### config.mk
export PLATFORM = sky130hd
export DESIGN_NAME = alu_control
export DESIGN_NICKNAME = d
export VERILOG_FILES = /design/src/rtl/alu_control.sv
export SDC_FILE = /design/constraint.sdc
export NUM_CORES = 1
export LEC_CHECK = 0
export CAP_MARGIN = 10
export CORE_AREA = 10 10 47 49
export CTS_CLUSTER_SIZE = 10
export DETAILED_ROUTE_END_ITERATION = 16
export DIE_AREA = 0 0 57 59
export HOLD_SLACK_MARGIN = 0.03
export PLACE_DENSITY = 0.68
export SLEW_MARGIN = 15
export SYNTH_ARGS = -nofsm -noshare
export SYNTH_HDL_FRONTEND = slang
export SYNTH_SLANG_ARGS = --single-unit
### constraint.sdc
create_clock -name clk -period 1.1 [get_ports clk]
set_input_delay 0.11 -clock clk [delete_from_list [all_inputs] [get_ports clk]]
set_output_delay 0.11 -clock clk [all_outputs]
set_load 0.01 [all_outputs]
### src/rtl/alu_control.sv
// Registered ALU operation decoder for load/store, branch, R-type and I-type arithmetic.
// Shift decoding is compiled in only when ALUCTL_SHIFT_EN is defined.
module alu_control (
    input  logic       clk,
    input  logic       rst_n,
    input  logic       in_valid,
    input  logic [1:0] ALUOp,
    input  logic [2:0] funct3,
    input  logic [6:0] funct7,
    output logic [2:0] ALUControl,
    output logic       shift_arith,
    output logic       illegal,
    output logic       out_valid
);

    localparam logic [2:0] OP_ADD = 3'b000;
    localparam logic [2:0] OP_SUB = 3'b001;
    localparam logic [2:0] OP_AND = 3'b010;
    localparam logic [2:0] OP_OR  = 3'b011;
    localparam logic [2:0] OP_XOR = 3'b100;
    localparam logic [2:0] OP_SLT = 3'b101;
`ifdef ALUCTL_SHIFT_EN
    localparam logic [2:0] OP_SLL = 3'b110;
    localparam logic [2:0] OP_SRX = 3'b111;
`endif

    localparam logic [6:0] F7_BASE = 7'b0000000;
    localparam logic [6:0] F7_ALT  = 7'b0100000;

    logic [2:0] ctrl_next;
    logic       arith_next;
    logic       illegal_next;
    logic       ctrl_illegal;

    logic [2:0] ctrl_reg;
    logic       arith_reg;
    logic       illegal_reg;
    logic       valid_reg;

    logic       is_rtype;
    logic       f7_base;
    logic       f7_alt;

    assign is_rtype = (ALUOp == 2'b10);
    assign f7_base  = (funct7 == F7_BASE);
    assign f7_alt   = (funct7 == F7_ALT);

    // Raw decode; ctrl_illegal forces the canonical illegal output pattern below.
    always_comb begin
        ctrl_next    = OP_ADD;
        arith_next   = 1'b0;
        ctrl_illegal = 1'b0;
        unique case (ALUOp)
            2'b00: ctrl_next = OP_ADD;
            2'b01: ctrl_next = OP_SUB;
            default: begin
                unique case (funct3)
                    3'b000: begin
                        if (!is_rtype || f7_base) begin
                            ctrl_next = OP_ADD;
                        end else if (f7_alt) begin
                            ctrl_next = OP_SUB;
                        end else begin
                            ctrl_illegal = 1'b1;
                        end
                    end
                    3'b111: begin
                        ctrl_next    = OP_AND;
                        ctrl_illegal = is_rtype && !f7_base;
                    end
                    3'b110: begin
                        ctrl_next    = OP_OR;
                        ctrl_illegal = is_rtype && !f7_base;
                    end
                    3'b100: begin
                        ctrl_next    = OP_XOR;
                        ctrl_illegal = is_rtype && !f7_base;
                    end
                    3'b010: begin
                        ctrl_next    = OP_SLT;
                        ctrl_illegal = is_rtype && !f7_base;
                    end
`ifdef ALUCTL_SHIFT_EN
                    // Shift funct7 is checked for both R-type and I-type (imm[11:5]).
                    3'b001: begin
                        ctrl_next    = OP_SLL;
                        ctrl_illegal = !f7_base;
                    end
                    3'b101: begin
                        ctrl_next    = OP_SRX;
                        arith_next   = f7_alt;
                        ctrl_illegal = !(f7_base || f7_alt);
                    end
`endif
                    default: ctrl_illegal = 1'b1;
                endcase
            end
        endcase
    end

    logic [2:0] ctrl_final;
    logic       arith_final;

    always_comb begin
        ctrl_final   = ctrl_next;
        arith_final  = arith_next;
        illegal_next = 1'b0;
        if (ctrl_illegal) begin
            ctrl_final   = OP_ADD;
            arith_final  = 1'b0;
            illegal_next = 1'b1;
        end
    end

    always_ff @(posedge clk) begin
        if (!rst_n) begin
            ctrl_reg    <= 3'b000;
            arith_reg   <= 1'b0;
            illegal_reg <= 1'b0;
            valid_reg   <= 1'b0;
        end else if (in_valid) begin
            ctrl_reg    <= ctrl_final;
            arith_reg   <= arith_final;
            illegal_reg <= illegal_next;
            valid_reg   <= 1'b1;
        end else begin
            valid_reg   <= 1'b0;
        end
    end

    assign ALUControl  = ctrl_reg;
    assign shift_arith = arith_reg;
    assign illegal     = illegal_reg;
    assign out_valid   = valid_reg;

endmodule

==> metrics.cfg, run 1 <==
[status]
outcome=completed

[critical_path]
worstPathRequired_ns=1.23
crit_start=funct3[0]
worstPathCellList=clkdlybuf4s50_1 -> nor2_1 -> a31oi_2 -> o41ai_2
cp_top_family=buffers and inverters
crit_buf_inv=1
cp-start-kind=primary input
path_max_fanout=4
critical_path_arrival_ns=1.20
crit_type=in2reg
max_stage_delay_ns=0.50
r2r_slack_ns=0.42
path_depth=4
reg2reg_to=ALUControl[2]
slowest_stage=clkdlybuf4s50_1
critPathCapture=ALUControl[0]
ff2ff_path_depth=2
r2r_start=ALUControl[2]
worstSetupEndpointType=flop

[logic_synthesis]
syn-cell-area_sq_um=309
synthAdderAreaFrac=0
yosysWarnings=0
yosys.area_share.simple=0.271
synth_fp_nets=54
yosys.area.top_type=dfxtp_1
synth_compound_area_frac=0.279
syn_inst=39
synthDistinctLibCells=22
synthTopCellsByArea=dfxtp_1 (32%), inv_1 (6.1%), o41ai_2 (5.3%)
avgSynthCellArea_sq_um=7.92
synth_xor_area_frac=0.0283
muxShareOfSynthArea=0
ys_ff_latch=5
yosys.area.top_type_share=0.324
synth_top_family_by_area=compound AO/OA/AOI/OAI gates
ys_seq_area_frac=0.324

[route]
top_layer=met4
dr_wl_met3_microns=60
post_drt_wl_per_cell_microns=13.2
first_pass_iters=3
ant_nets=0
vias=387
wl_met1_microns=467
drt_iter0_drc=3
viasPerCell=4.50
drt_drc_violations_left=0
totalWireLength_microns=1140
wl_met2_microns=593

[pwr]
power_leakage_nw=0.310
ir_drop_mv=0.485
power_density_nw_per_um2=855
power_uw=558

[cells_and_area]
final_cells=86
antenna_cells=0
stdcell_area_sq_um=652
layout.nets=86
largest_register_ffs=3
syn_to_final_growth_pct=111
fillCellCount=145
final_common_cell=dlygate4sd2_1
final_cell_mix=dlygate4sd2_1 (11), buf_4 (9), dfxtp_1 (5), inv_1 (5)
final_layout_size_suffix_gt1_frac=0.414

[clocking]
numCtsBuffers=3
clock_path_buffers=2
path_clk_slew_ns=0.04
cts.sinks=5
cts_tree=built
cts_root_buf=clkbuf_4
h-tree-depth=1
clock_latency_ns=0.24

[grt]
antenna_found_initial=0
grt_pass1_wl_microns=1890
grt_pass1_vias=448
grt.total_usage=0.0710
overflow=0
grt_max_degree=7

[placed_design]
placed_area_sq_um=557
gp_congestion=0.669
portBuffers=19
hpwlAfterDp_microns=875
placed_cells=79

[sta]
fin_crit_ns=1.06
clock.fmax_ghz=0.940
fin_skew_ns=0
whs_ns=0.350
setup_violations=0
finalSetupTns_ns=0
final-max-slew-violation-count=0
period_share=0.967
hold_viol=0

[run]
cap_violations=0

[die]
core_sq_um=1400
die_area_sq_um=3360
ioPinCount=21
initial_core_util=0.221
die_x_microns=57
die-height_microns=59
rows=14

[hold_path]
hp-class=in2reg

[worst register-to-register path: stages, from the launching register on]
cell     delay, ns
dfxtp_1       0.30
nor2b_1       0.12
o21a_1        0.15
[worst min-delay path by stage]
| stage | from | cells after the start | end |
|---|---|---|---|
| final | ALUOp[1] | 3 | ALUControl[0] |
| after global routing | ALUOp[1] | 3 | ALUControl[0] |
| after CTS | ALUOp[0] | 4 | illegal |
| after detailed placement | ALUControl[0] | 2 | ALUControl[0] |
| after global placement | ALUControl[0] | 2 | ALUControl[0] |
| after floorplan | in_valid | 1 | illegal |
[Yosys cell counts]
| cell type | n |
|---|---|
| a21oi_1 | 3 |
| o21a_1 | 1 |
| nor4_1 | 1 |
| and2_1 | 1 |
| xnor2_1 | 1 |
| nand3b_1 | 1 |
| or2_2 | 1 |
| dfxtp_1 | 5 |
| o32a_2 | 1 |
| o32ai_1 | 1 |
| o21ai_0 | 3 |
| nand2_1 | 3 |
| inv_1 | 5 |
| and2b_2 | 1 |
| a31oi_1 | 2 |
| and2_2 | 1 |
| buf_4 | 1 |
| o41ai_2 | 1 |
| nor2_1 | 3 |
| nor4_2 | 1 |
| nor2b_1 | 1 |
| conb_1 | 1 |
[layout make-up]
class                      instances  area (sq um)  share of cell area
tap                               16          20.0              0.0307
timing repair buffer              28           236               0.363
clock buffer                       4          26.3              0.0403
multi-input combinational         28           250               0.384
sequential                         5           100               0.154
inverter                           5          18.8              0.0288
[repair_timing]
action,in CTS,in global routing
pin swaps,9,4
buffers inserted,2,1
gates resized for setup,27,10
hold buffers,0,0
endpoints found under the setup margin,9,4
[layer usage]
| layer | up-vias | GRT usage |
|---|---|---|
| li1 | 197 | - |
| met4 | 0 | 0.0570 |
| met1 | 175 | 0.0704 |
| met3 | 4 | 0.0279 |
| met5 | - | 0 |
| met2 | 11 | 0.116 |
[power breakdown]
| group | internal (mW) | switching, mW | total (mW) |
|---|---|---|---|
| sequential | 0.190 | 0.00260 | 0.192 |
| combinational | 0.0871 | 0.0720 | 0.159 |
| clock | 0.137 | 0.0696 | 0.206 |
| total | 0.413 | 0.144 | 0.558 |
[stage by stage]
stage | utilization | worst slack (ns)
2_1_floorplan | - | 0.0612
3_3_place_gp | 0.397 | -0.406
5_1_grt | 0.465 | -0.00945
6_report | 0.465 | 0.0365
4_1_cts | 0.444 | 0.00971
3_5_place_dp | 0.397 | -0.479
[cells by family (layout without fill, tap and decap cells)]
logic type      count (synthesis)  after routing
simple gates                   14             14
xor+xnor                        1              1
other cells                     1              1
compound gates                 12             12
buf+inv                         6             37
flops                           5              5
Note: power is estimated with default switching activity, not from simulation.
==> run 2, diff against run 1 <==
--- a/config.mk
+++ b/config.mk
@@ -16,3 +16,4 @@
 export SYNTH_ARGS = -nofsm -noshare
 export SYNTH_HDL_FRONTEND = slang
 export SYNTH_SLANG_ARGS = --single-unit
+export TNS_END_PERCENT = 100
==> results of run 2 <==
The final DEF is identical to that of run 1; final timing and power are the same.
